<file path="src/rtl/tick_timer.sv">
// Counts prescaler strobes and pulses expire after a programmable number of ticks.
// One-shot or auto-reload modes; sticky tick_err flags a strobe held high for two clocks or more.
module tick_timer #(
  parameter int unsigned WIDTH = 8
) (
  input  logic             clk,
  input  logic             reset,
  input  logic             tick,
  input  logic             start,
  input  logic             stop,
  input  logic             mode,
  input  logic [WIDTH-1:0] period,
  output logic             busy,
  output logic [WIDTH-1:0] count,
  output logic             expire,
  output logic             tick_err
);

  localparam logic [0:0] ST_IDLE = 1'b0;
  localparam logic [0:0] ST_RUN  = 1'b1;

  logic [0:0]       state_q,    state_d;
  logic [WIDTH-1:0] count_q,    count_d;
  logic [WIDTH-1:0] period_q,   period_d;
  logic             mode_q,     mode_d;
  logic             expire_q,   expire_d;
  logic             tick_err_q, tick_err_d;
  logic             tick_dly_q;
  logic             start_ok;

  // stop outranks start in both states, so a start that arrives with stop is not accepted
  assign start_ok = start && !stop && (period != '0);

  always_comb begin
    state_d    = state_q;
    count_d    = count_q;
    period_d   = period_q;
    mode_d     = mode_q;
    expire_d   = 1'b0;
    tick_err_d = tick_err_q;

    if (stop) begin
      state_d = ST_IDLE;
      count_d = '0;
    end else if (start) begin
      if (start_ok) begin
        state_d  = ST_RUN;
        count_d  = period;
        period_d = period;
        mode_d   = mode;
      end else begin
        state_d = ST_IDLE;
        count_d = '0;
      end
    end else if ((state_q == ST_RUN) && tick) begin
      if (count_q > WIDTH'(1)) begin
        count_d = count_q - WIDTH'(1);
      end else begin
        expire_d = 1'b1;
        if (mode_q) begin
          count_d = period_q;
        end else begin
          count_d = '0;
          state_d = ST_IDLE;
        end
      end
    end

    // set takes precedence over the clear from an accepted start
    if (tick && tick_dly_q) begin
      tick_err_d = 1'b1;
    end else if (start_ok) begin
      tick_err_d = 1'b0;
    end
  end

  always_ff @(posedge clk) begin
    if (reset) begin
      state_q    <= ST_IDLE;
      count_q    <= '0;
      period_q   <= '0;
      mode_q     <= 1'b0;
      expire_q   <= 1'b0;
      tick_err_q <= 1'b0;
      tick_dly_q <= 1'b0;
    end else begin
      state_q    <= state_d;
      count_q    <= count_d;
      period_q   <= period_d;
      mode_q     <= mode_d;
      expire_q   <= expire_d;
      tick_err_q <= tick_err_d;
      tick_dly_q <= tick;
    end
  end

  assign busy     = (state_q == ST_RUN);
  assign count    = count_q;
  assign expire   = expire_q;
  assign tick_err = tick_err_q;

endmodule

</file>
<file path="config.mk">
export PLATFORM = sky130hd
export DESIGN_NAME = tick_timer
export DESIGN_NICKNAME = d
export VERILOG_FILES = /design/src/rtl/tick_timer.sv
export SDC_FILE = /design/constraint.sdc
export NUM_CORES = 1
export LEC_CHECK = 0
export ABC_CLOCK_PERIOD_IN_PS = 3350
export CAP_MARGIN = 0
export CORE_AREA = 2 2 48 50
export DETAILED_ROUTE_END_ITERATION = 8
export DIE_AREA = 0 0 50 52
export GPL_TIMING_DRIVEN = 0
export MAX_ROUTING_LAYER = met4
export PLACE_DENSITY = 0.8
export SYNTH_ARGS = -nofsm -noshare
export SYNTH_HDL_FRONTEND = slang
export SYNTH_SLANG_ARGS = --single-unit
export TNS_END_PERCENT = 30
</file>
<file path="constraint.sdc">
create_clock -name clk -period 3.35 [get_ports clk]
set_clock_uncertainty 0.1 [all_clocks]
set_input_delay 1.005 -clock clk [delete_from_list [all_inputs] [get_ports clk]]
set_output_delay 1.005 -clock clk [all_outputs]
set_load 0.02 [all_outputs]
</file>
==> impl.org, run 1 <==
** Final layout
- In the final layout, the share of cells above drive strength 1 is 0.0449.
- Number of antenna diodes :: 0
- The library cell used most frequently in the layout, excluding fill and tap cells, is clkdlybuf4s50_1.
- Area growth, synth to finish :: 29.5%
- Fillers :: 192
- The net count of the finished layout is 173.
- Top library cells by usage in the layout, fill and taps aside :: clkdlybuf4s50_1 (24), nand2_1 (23), dfxtp_1 (21), nor2_1 (13), a21oi_1 (10)

** Logic synthesis
- Post-synthesis sequential area ratio :: 0.411
- Synthesis handed over a netlist of 128 instances.
- Number of distinct library cells after synthesis :: 34
- Number of synthesized register bits :: 21
- Counting every net in the synthesized netlist gives 144.
- For this run, the number of Yosys warnings is 0.
- Dividing the synthesized area by the synthesized cell count gives 8.00 sq um.
- Synthesized cell area :: 1020 sq um

** Place
- Port bufs :: 24
- Placer Congestion :: 0.894
- Final HPWL from detailed placement :: 1.83 mm

** Worst hold path
- WHS Path Cells :: 2
- The worst hold path terminates at period_q[2]$_SDFFE_PP0P_.
- The min-delay analysis places its worst path in the category register to register.
- Hold Startpoint :: period_q[2]$_SDFFE_PP0P_

** Clocking
- For the worst-skew pair, the clock arrives at the later sink with an insertion delay of 310 ps.
- For this design, the CTS-stage hold fixing added 0 buffers.
- TritonCTS clock tree :: done
- In this run the number of H-tree levels came out at 1.
- Clk slew on worst S/H paths :: 120 ps
- The number of gates resized after CTS was 0.
- Clock buffer count from CTS :: 3
- Setup repair bufs after CTS :: 0
- The tree is rooted in a clkbuf_4.
- Clock tree buffer depth :: 2
- Number of sinks driven by the clock tree :: 21

** Power and ir drop
- Internal Pwr Total :: 0.000369 W
- Power density normalized to cell area :: 397 nW/um^2
- Of the total power, registers draw 0.514.
- Of the total power, the share spent switching nets is 0.300.
- Switching power :: 0.000158 W
- Worst IR drop on VDD :: 0.244 mV
- The analysis attributes to cell leakage a power of 0.474 nW.
- The share of total power dissipated in combinational logic is 0.246.
- Portion of total power attributed to the clock network :: 0.239

** Critical path
- The worst setup path is captured at a register.
- CP Data Required Time :: 3450 ps
- Worst EP arrival :: 3080 ps
- Max FO, Critical Path :: 10
- Crit path max-delay cell type :: nor2_1
- In this design, the critical path's most frequently occurring cell is nor2_1.
- The endpoint identified for the worst register-to-register timing path is count[4]$_SDFFE_PP0P_.
- Tracing the worst setup path back leads to its startpoint at start.
- The number of cells on the worst reg-to-reg path is 9.
- Cell family contributing the most delay on the critical path :: buffers and inverters
- Reg2Reg Setup Slack :: 1190 ps
- The largest single stage delay on the critical path is 590 ps.
- FF-to-FF Start :: count[0]$_SDFFE_PP0P_
- Crit-path cells :: clkdlybuf4s50_1 > clkinv_1 > nor2_1 > nand2_1 > clkbuf_1 > a22oi_1 > nor2_1
- Counting both buffers and inverters, the worst setup path holds a total of 3.
- The critical path in this run is classified as input pin to register.
- Worst Setup Start Kind :: input pin

** Die
- Pin placement for this block handled 25 I/O pins.
- Floorplan core area :: 2110 sq um
- The die covers 2600 sq um.
- Die span in y :: 52 microns
- Number of rows created at floorplan :: 17
- The initial utilization of the core area, before any placement, comes to 0.486.
- The die is 50 microns wide.

** Run
- Maximum Capacitance Violations :: 0

** Global route
- Maximum number of pins on one net before global-route repair :: 12
- The first global-routing pass estimated 4.24 mm of wire.
- In the global route stage, overall resource usage came out at 0.223.
- The number of global-route vias before repair came to 945.
- Number of antenna violations at the first check in global routing :: 0
- Global routing finished with a remaining overflow of 0.

** Detailed routing
- The first TritonRoute pass finished after 4 iterations.
- Drt wl/cell :: 13.7 microns
- Vias after detailed routing :: 1,043
- Antenna violation net count after detailed routing :: 0
- Using the TritonRoute via totals, the vias-per-cell ratio works out to 5.67.
- The final layout contains routed wiring with a total length of 2.52 mm.
- The detailed router finished its first iteration with 43 violations.
- After detailed routing, the number of remaining DRC violations is 0.

** STA
- In the finished design, the share of the clock period the worst path needs comes to 0.889.
- Time the final worst path needs with I/O delays and setup :: 2980 ps
- Worst Tran Pin Value :: 650 ps
- In this run the tightest slew margin relative to its limit is 0.565.
- Post-Route Setup TNS :: 0 ps
- Setup repair after global routing left no endpoint under its margin.
- The final-report max-slew violation count was 0.
- Worst hold slack after final layout :: 364 ps
- Setup violations remaining at the end of the flow were counted as 0.
- The final number of hold-violating endpoints is 0.
- Max Clk Rate :: 0.336 GHz

** Status
- Status :: finished clean
==> Yosys cell counts <==
library cell	number	area share
o221ai_1	4	0.034
o21ai_1	4	0.020
nor3_2	1	0.0098
a32oi_1	1	0.0086
or4_4	1	0.011
nand2b_1	1	0.0061
ha_1	2	0.024
inv_1	2	0.0073
nand3b_1	1	0.0073
a41oi_1	2	0.017
o21ai_0	5	0.024
or2_1	1	0.0061
nor2b_1	2	0.012
clkinv_1	1	0.0037
nand3_1	1	0.0049
nor4_1	2	0.012
a21oi_1	10	0.049
nor3b_1	1	0.0073
mux2i_1	1	0.0098
buf_2	1	0.0049
dfxtp_1	21	0.41
a221o_1	1	0.0098
nand2_1	23	0.084
a21boi_1	1	0.0073
and3_1	3	0.018
and4_1	1	0.0086
nor2_1	13	0.048
clkbuf_1	4	0.015
a22oi_1	2	0.015
and3b_1	1	0.0086
buf_4	1	0.0073
nor3_1	1	0.0049
xnor2_1	4	0.034
a31oi_1	8	0.049
==> cells by family after synthesis <==
logic type / count (synthesis) / synth area share
simple gates: 53 / 0.249
compound gates: 38 / 0.233
flops: 21 / 0.411
buf+inv: 9 / 0.0379
xor+xnor: 4 / 0.0342
fa+ha+maj: 2 / 0.0244
mux: 1 / 0.00978
==> power groups by stage <==
stage	Sequential, W	Combinational (W)	Clock (W)
3_5_place_dp	0.000276	0.000128	0
5_1_grt	0.000272	0.000143	0.000137
6_report	0.000271	0.000130	0.000126
2_1_floorplan	0.000281	0.0000751	0
4_1_cts	0.000271	0.000129	0.000126
3_3_place_gp	0.000276	0.000126	0
==> how the worst max path moves through the flow <==
stage / cells past startpoint / to
global placement: 7 / period_q[6]$_SDFFE_PP0P_
floorplan: 6 / period_q[6]$_SDFFE_PP0P_
finish: 7 / tick_err$_SDFFE_PP0P_
CTS: 7 / tick_err$_SDFFE_PP0P_
detailed placement: 7 / tick_err$_SDFFE_PP0P_
global route: 7 / tick_err$_SDFFE_PP0P_
==> final cells by class <==
type                            count  area (sq um)  share of cell area
Clock buffer                        4          26.3              0.0198
Buffer                              6          27.5              0.0208
Sequential cell                    21           420               0.317
Timing Repair Buffer               24           240               0.181
Inverter                            3          11.3             0.00850
Tap cell                           28          35.0              0.0264
Multi-Input combinational cell     98           564               0.426
==> worst register-to-register path, delay by kind of cell (launching register included) <==
kind / cells / cell delay [ps]
AND/OR/NAND/NOR: 3 / 580
buffers and inverters: 3 / 390
AO/OA/AOI/OAI: 2 / 310
adder cells (fa/ha/maj): 1 / 250
flip-flops: 1 / 450
==> layer usage <==
| layer | GRT usage | wire [microns] | up-vias |
|---|---|---|---|
| li1 | - | - | 521 |
| met1 | 0.275 | 1100 | 478 |
| met2 | 0.368 | 1200 | 40 |
| met3 | 0.0259 | 160 | 4 |
| met4 | 0.0972 | 57 | 0 |
| met5 | - | 0 | - |
==> state kept, by name, indices dropped and copies added (netlist names) <==
name / cells
period_q: 8
mode_q: 1
tick_err: 1
tick_dly_q: 1
busy: 1
count: 8
expire: 1
==> per-stage QoR <==
stage / setup slack [ps] / total power [W] / std cells / utilization / instance area, sq um
after floorplan: 1040 / 0.000356 / 128 / - / 1020
after global placement: 51.7 / 0.000401 / 180 / 0.617 / 1300
after detailed placement: 48.6 / 0.000405 / 180 / 0.617 / 1300
after CTS: 367 / 0.000526 / 184 / 0.629 / 1330
after global routing: 190 / 0.000552 / 184 / 0.629 / 1330
final: 372 / 0.000526 / 184 / 0.629 / 1330
No activity file was read; power rests on OpenSTA's default activity.
==> inputs of run 2 (changes only) <==
CORE_AREA = 2 2 51 48   (was 2 2 48 50)
DIE_AREA = 0 0 53 50   (was 0 0 50 52)
PLACE_DENSITY = 0.79   (was 0.8)
==> impl.org, run 2 (synthesis gave the netlist of run 1 again) <==
** Status
- Status :: finished clean (unchanged)

** Detailed routing
- The detailed-route DRC error count came to 0 (unchanged).
- The total detailed-routing wirelength came to 2.55 mm (was 2.52 mm).
- Vias after detailed routing :: 1,034 (was 1,043)
- The number of nets still failing antenna checks after routing came to 0 (unchanged).
- Drt pass-1 iters :: 4 (unchanged)
- The routed wirelength normalized by instance count was 13.9 microns (was 13.7 microns).
- Post-DR vias/cell :: 5.65 (was 5.67)
- The initial DRC count is 18 (was 43).

** STA
- Worst Tran Pin Value :: 638 ps (was 650 ps)
- Unrepaired setup endpoints after global routing :: false (unchanged)
- Count of endpoints failing hold in the final timing report :: 0 (unchanged)
- The final worst-path setup slack came to 351 ps (was 372 ps).
- Remaining max-slew budget at the tightest pin :: 0.573 (was 0.565)
- The share of the clock period used by the worst path came to 0.895 (was 0.889).
- Worst hold slack after final layout :: 359 ps (was 364 ps)
- The upper clock frequency limit is 0.333 GHz (was 0.336 GHz).
- The number of setup violations in the final report was 0 (unchanged).
- The post-route minimum period came to 3000 ps (was 2980 ps).
- Post-Route Setup TNS :: 0 ps (unchanged)
- The final-report max-slew violation count came to 0 (unchanged).

** Global route
- The global-route wire length before repair was 4.26 mm (was 4.24 mm).
- The aggregate global-route resource usage came to 0.222 (was 0.223).
- The number of antenna violations at the first check in global routing was 0 (unchanged).
- The total grt overflow is 0 (unchanged).
- The maximum number of pins on one net before global-route repair was 14 (was 12).
- Number of global-route vias before repair :: 939 (was 945)

** Critical path
- Endpoint kind of the worst setup timing path :: register (unchanged)
- The endpoint of the worst register-to-register path was count[4]$_SDFFE_PP0P_ (unchanged).
- The kind of start point of the critical path is an input pin (unchanged).
- FF-to-FF path depth :: 9 (unchanged)
- Reg2Reg Setup Slack :: 1220 ps (was 1190 ps)
- The startpoint of the worst-slack reg-to-reg timing path is count[0]$_SDFFE_PP0P_ (unchanged).
- The data arrival time of the worst path came to 3100 ps (was 3080 ps).
- Kind of critical path :: input pin to register (unchanged)
- The maximum fanout encountered on the critical timing path was 10 (unchanged).
- CP Data Required Time :: 3450 ps (about the same)

** Die
- The starting density of the core is 0.487 (was 0.486).
- Die span in y :: 50 microns (was 52 microns)
- The number of placement rows is 16 (was 17).
- The number of placed I/O pins is 25 (unchanged).
- The area inside the core boundary was 2100 sq um (was 2110 sq um).
- Area of the die :: 2650 sq um (was 2600 sq um)
- The horizontal die dimension was 53 microns (was 50 microns).

** Worst hold path
- The depth of the worst hold-timing path is 2 (unchanged).
- The worst-case hold path end point was period_q[2]$_SDFFE_PP0P_ (unchanged).
- Hold Startpoint :: period_q[2]$_SDFFE_PP0P_ (unchanged)
- Worst hold path class :: register to register (unchanged)

** Clocking
- The register clock-pin slew on the reported worst setup and hold paths is 120 ps (about the same).
- The clock tree root buffer cell is clkbuf_4 (unchanged).
- The total clock sinks came to 21 (unchanged).
- The TritonCTS clock tree was done (unchanged).
- The post-cts sizing count is 0 (unchanged).
- The maximum buffer depth of the clock tree came to 2 (unchanged).
- Setup repair bufs after CTS :: 0 (unchanged)
- Hold buffers post-CTS :: 0 (unchanged)
- Clock buffer count from CTS :: 3 (unchanged)
- Clk_lat worst skew :: 320 ps (was 310 ps)
- The count of H-tree levels built during CTS came to 1 (unchanged).

** Final layout
- Post-layout net count :: 173 (unchanged)
- The utilization of the core after routing came to 0.632 (was 0.629).
- Top library cells by usage in the layout, fill and taps aside :: clkdlybuf4s50_1 (24), nand2_1 (23), dfxtp_1 (21), nor2_1 (13), a21oi_1 (10) (unchanged)
- The area growth from synthesis to final layout was 29.7% (was 29.5%).
- Commonest non-fill, non-tap cell in the layout :: clkdlybuf4s50_1 (unchanged)
- Number of antenna diodes :: 0 (unchanged)
- The fraction of layout instances using a drive strength above 1 is 0.0513 (was 0.0449).
- The post-route standard cell area excluding fillers came to 1330 sq um (about the same).

** Power and ir drop
- Internal Pwr Total :: 0.000368 W (was 0.000369 W)
- The part of the total power dissipated in combinational logic came to 0.243 (was 0.246).
- The clock network power share was 0.245 (was 0.239).
- Static leakage :: 0.473 nW (was 0.474 nW)
- Switching Share :: 0.307 (was 0.300)
- Switching power :: 0.000163 W (was 0.000158 W)
- The power per cell area is 400 nW/um^2 (was 397 nW/um^2).
- The part of the total power dissipated in sequential elements is 0.511 (was 0.514).
- The worst-case vdd ir drop was 0.312 mV (was 0.244 mV).

** Place
- Dpl ws :: 55.1 ps (was 48.6 ps)
- The half-perimeter wire length after detailed placement was 1.85 mm (was 1.83 mm).
- The number of buffers added on ports came to 24 (unchanged).
- Placer Congestion :: 0.821 (was 0.894)
- The instance area after placement was 1300 sq um (about the same).

** Run
- The number of max-cap violations was 0 (unchanged).
[run 2: how the worst max path moves through the flow]
stage / startpoint / to / slack [ps] / depth (start not counted)
2_1_floorplan: start / period_q[6]$_SDFFE_PP0P_ / 1040 / 6
6_report: start / period_q[6]$_SDFFE_PP0P_ / 350 / 7
3_3_place_gp: start / period_q[6]$_SDFFE_PP0P_ / 60 / 7
3_5_place_dp: start / period_q[6]$_SDFFE_PP0P_ / 60 / 7
5_1_grt: start / period_q[6]$_SDFFE_PP0P_ / 170 / 7
4_1_cts: start / period_q[6]$_SDFFE_PP0P_ / 360 / 7
[run 2: worst max-delay path: stages]
cell and delay [ps]:
clkdlybuf4s50_1 530, clkinv_1 250, nor2_1 580, nand2_1 190, clkbuf_1 280, a22oi_1 200
nor2_1 60
[run 2: cell type report]
class                      count  area (sq um)
buffer                         6          27.5
clock buffer                   3          22.5
clock inverter                 1          7.51
fill                         196           774
inverter                       3          11.3
multi-input combinational     98           564
sequential                    21           420
tap                           27          33.8
timing repair buffer          24           240
[run 2: stage by stage]
| step | total power, W | instances |
|---|---|---|
| finish | 0.000530 | 183 |
| global route | 0.000555 | 183 |
| CTS | 0.000529 | 183 |
| detailed placement | 0.000404 | 179 |
| global placement | 0.000401 | 179 |
| floorplan | 0.000356 | 128 |
[run 2: power by group through the flow]
stage | sequential (W) | clock [W] | combinational (W)
floorplan | 0.000281 | 0 | 0.0000751
global placement | 0.000276 | 0 | 0.000125
detailed placement | 0.000276 | 0 | 0.000127
CTS | 0.000271 | 0.000129 | 0.000129
global route | 0.000273 | 0.000139 | 0.000144
finish | 0.000271 | 0.000130 | 0.000129
[run 2: routing by layer]
layer | GRT usage | part of all wire
met5 | - | 0
met4 | 0.0513 | 0.010
met3 | 0.0667 | 0.048
met2 | 0.354 | 0.49
met1 | 0.276 | 0.45
==> inputs of run 3 (changes only) <==
CAP_MARGIN = not set   (was 0)
CELL_PAD_IN_SITES_DETAIL_PLACEMENT = 1   (was not set)
CELL_PAD_IN_SITES_GLOBAL_PLACEMENT = 2   (was not set)
CORE_AREA = 2 2 66 62   (was 2 2 51 48)
DIE_AREA = 0 0 68 64   (was 0 0 53 50)
PLACE_DENSITY = not set   (was 0.79)
PLACE_DENSITY_LB_ADDON = 0.1   (was not set)
==> impl.org, run 3 (synthesis gave the netlist of run 1 again) <==
** STA
- The final-report max-slew violation count was 0 (unchanged).
- The worst relative slew slack was 0.521 (was 0.573).
- Unrepaired setup endpoints after global routing: false (unchanged).
- Final number of setup-violating endpoints :: 0 (unchanged)
- Post-Route Setup TNS :: 0 ps (unchanged)
- The final number of hold-violating endpoints is 0 (unchanged).
- The worst hold slack across all endpoints is 357 ps (was 359 ps).
- Max Clk Rate :: 0.340 GHz (was 0.333 GHz)
- Worst Tran Pin Value :: 716 ps (was 638 ps)
- The share of the clock period used by the worst path came to 0.877 (was 0.895).
- Time the final worst path needs with I/O delays and setup :: 2940 ps (was 3000 ps)
- The final worst-path setup slack is 413 ps (was 351 ps).

** Die
- The starting density of the core was 0.282 (was 0.487).
- The number of placement rows came to 21 (was 16).
- The die outline area came to 4350 sq um (was 2650 sq um).
- Floorplan core area :: 3630 sq um (was 2100 sq um)
- The horizontal die dimension is 68 microns (was 53 microns).
- The y dimension of the die was 64 microns (was 50 microns).
- Top-Level Pins :: 25 (unchanged)

** Global route
- Remaining global-route overflow :: 0 (unchanged)
- The number of global-route vias before repair is 1,041 (was 939).
- Total routing resource utilization after global routing :: 0.168 (was 0.222)
- Wire length of the first global-routing pass :: 5.28 mm (was 4.26 mm)
- The maximum number of pins on one net before global-route repair was 13 (was 14).
- The number of antenna violations at the first check in global routing is 0 (unchanged).

** Place
- The number of placed instances, taps included came to 198 (was 179).
- The half-perimeter wire length after detailed placement is 2.29 mm (was 1.85 mm).
- Port bufs :: 24 (unchanged)
- The pre-CTS setup slack is -98.5 ps (was 55.1 ps).
- The global placement routability congestion came to 0.749 (was 0.821).

** Detailed routing
- The number of nets still failing antenna checks after routing is 0 (unchanged).
- Vias after detailed routing :: 1,054 (was 1,034)
- Drt wl/cell :: 15.4 microns (was 13.9 microns)
- Total DRC errors in the routed layout :: 0 (unchanged)
- The ratio of routed vias to standard cells came to 5.22 (was 5.65).
- Drt pass-1 iters :: 4 (unchanged)
- The initial DRC count is 40 (was 18).
- The total detailed-routing wirelength was 3.12 mm (was 2.55 mm).

** Final layout
- Commonest non-fill, non-tap cell in the layout :: clkdlybuf4s50_1 (unchanged)
- Fillers :: 443 (was 196)
- Layout cells sized above 1 :: 0.0577 (was 0.0513)
- Area growth, synth to finish :: 33.9% (was 29.7%)
- The post-layout net count came to 173 (unchanged).
- Combined area of the multi-input logic cells :: 567 sq um (was 564 sq um)
- Register cell area after layout :: 420 sq um (unchanged)
- Final non-filler cell total :: 202 (was 183)
- Number of antenna diodes :: 0 (unchanged)
- Top library cells by usage in the layout, fill and taps aside :: clkdlybuf4s50_1 (24), nand2_1 (23), dfxtp_1 (21), nor2_1 (12), a21oi_1 (10) (was clkdlybuf4s50_1 (24), nand2_1 (23), dfxtp_1 (21), nor2_1 (13), a21oi_1 (10))

** Critical path
- Count of cell instances traversed by the critical path :: 7 (unchanged)
- The kind of start point of the critical path is an input pin (unchanged).
- The critical path capture point type is a register (unchanged).
- The type of the setup path with the least slack was input pin to register (unchanged).
- The buffers plus inverters on the worst setup path is 3 (unchanged).
- Max FO, Critical Path :: 10 (unchanged)
- The required time of the critical path was 3400 ps (was 3450 ps).
- FF-to-FF path depth :: 9 (unchanged)
- Crit-path cells :: clkdlybuf4s50_1 > clkinv_1 > nor2_2 > nand2_1 > clkbuf_1 > a22oi_1 > nor2_1 (was clkdlybuf4s50_1 > clkinv_1 > nor2_1 > nand2_1 > clkbuf_1 > a22oi_1 > nor2_1)
- The delay of the slowest cell on the worst path was 510 ps (was 580 ps).
- Cell family contributing the most delay on the critical path :: buffers and inverters (unchanged)
- Crit path max-delay cell type :: clkdlybuf4s50_1 (was nor2_1)
- The data arrival time of the worst path is 2980 ps (was 3100 ps).

** Status
- Status: finished clean (unchanged).

** Clocking
- The total clock sinks came to 21 (unchanged).
- The register clock-pin slew on the reported worst setup and hold paths was 90 ps (was 120 ps).
- Clock buffer count from CTS :: 3 (unchanged)
- The number of buffers added for setup after CTS is 0 (unchanged).
- The clock tree root buffer cell is clkbuf_8 (was clkbuf_4).
- TritonCTS clock tree :: done (unchanged)
- Clock tree buffer depth :: 2 (unchanged)
- Max H-tree Level :: 1 (unchanged)
- Hold buffers post-CTS :: 0 (unchanged)
- The clock network latency to the later pin of the worst-skew pair came to 270 ps (was 320 ps).

** Power and ir drop
- Power density normalized to cell area :: 423 nW/um^2 (was 400 nW/um^2)
- The leakage component of the power was 0.484 nW (was 0.473 nW).
- Worst IR drop on VDD :: 0.249 mV (was 0.312 mV)
- The final total power was 0.000580 W (was 0.000530 W).

** Worst hold path
- The depth of the worst hold-timing path is 2 (unchanged).
- The class of the most critical hold timing path is register to register (unchanged).

** Run
- The number of max-cap violations came to 0 (unchanged).
run 3: cell types whose count changed in the layout (fill, tap and decap cells not counted), sizes merged:
cell / change
clkinvlp: -1
clkinv: +1
run 3: what timing repair did:
| action | in CTS | in global routing |
|---|---|---|
| gates resized for setup | 0 | 1 |
| setup endpoints to repair | 0 | 1 |
| hold endpoints to repair | 0 | 0 |
run 3: per-stage QoR:
| step | area [sq um] | utilization |
|---|---|---|
| final | 1370 | 0.378 |
| after global routing | 1370 | 0.378 |
| after CTS | 1370 | 0.377 |
| after detailed placement | 1320 | 0.364 |
| after global placement | 1320 | 0.364 |
| after floorplan | 1020 | - |
run 3: final timing paths:
check                                 from                  endpoint  slack [ps]
hold / removal    period_q[2]$_SDFFE_PP0P_  period_q[2]$_SDFFE_PP0P_         360
hold reg to reg   period_q[2]$_SDFFE_PP0P_  period_q[2]$_SDFFE_PP0P_         360
setup / recovery                     start  period_q[6]$_SDFFE_PP0P_         410
setup reg to reg     count[0]$_SDFFE_PP0P_     count[4]$_SDFFE_PP0P_        1180
run 3: area by class of cell:
cell class,count,share of cell area
Clock buffer,3,0.0301
Clock inverter,1,0.00365
Buffer,6,0.0201
Multi-Input combinational cell,98,0.414
Inverter,3,0.00822
Tap cell,46,0.0420
Sequential cell,21,0.307
Timing Repair Buffer,24,0.175
run 3: where the power goes:
group          leakage [nW]  internal (W)  switching [W]
Combinational         0.287     0.0000613      0.0000721
Sequential            0.172      0.000261      0.0000108
Clock                0.0255     0.0000831      0.0000917
Total                 0.484      0.000405       0.000175
run 3: layer usage:
layer / GRT usage / part of all wire
met1: 0.209 / 0.50
met2: 0.277 / 0.45
met3: 0.0440 / 0.040
met4: 0.0225 / 0.0064
met5: - / 0
run 3: worst min-delay path, cell delays in order, from the launching register on:
cell and delay (ps):
dfxtp_1 320, nand2_1 50, a21oi_1 50
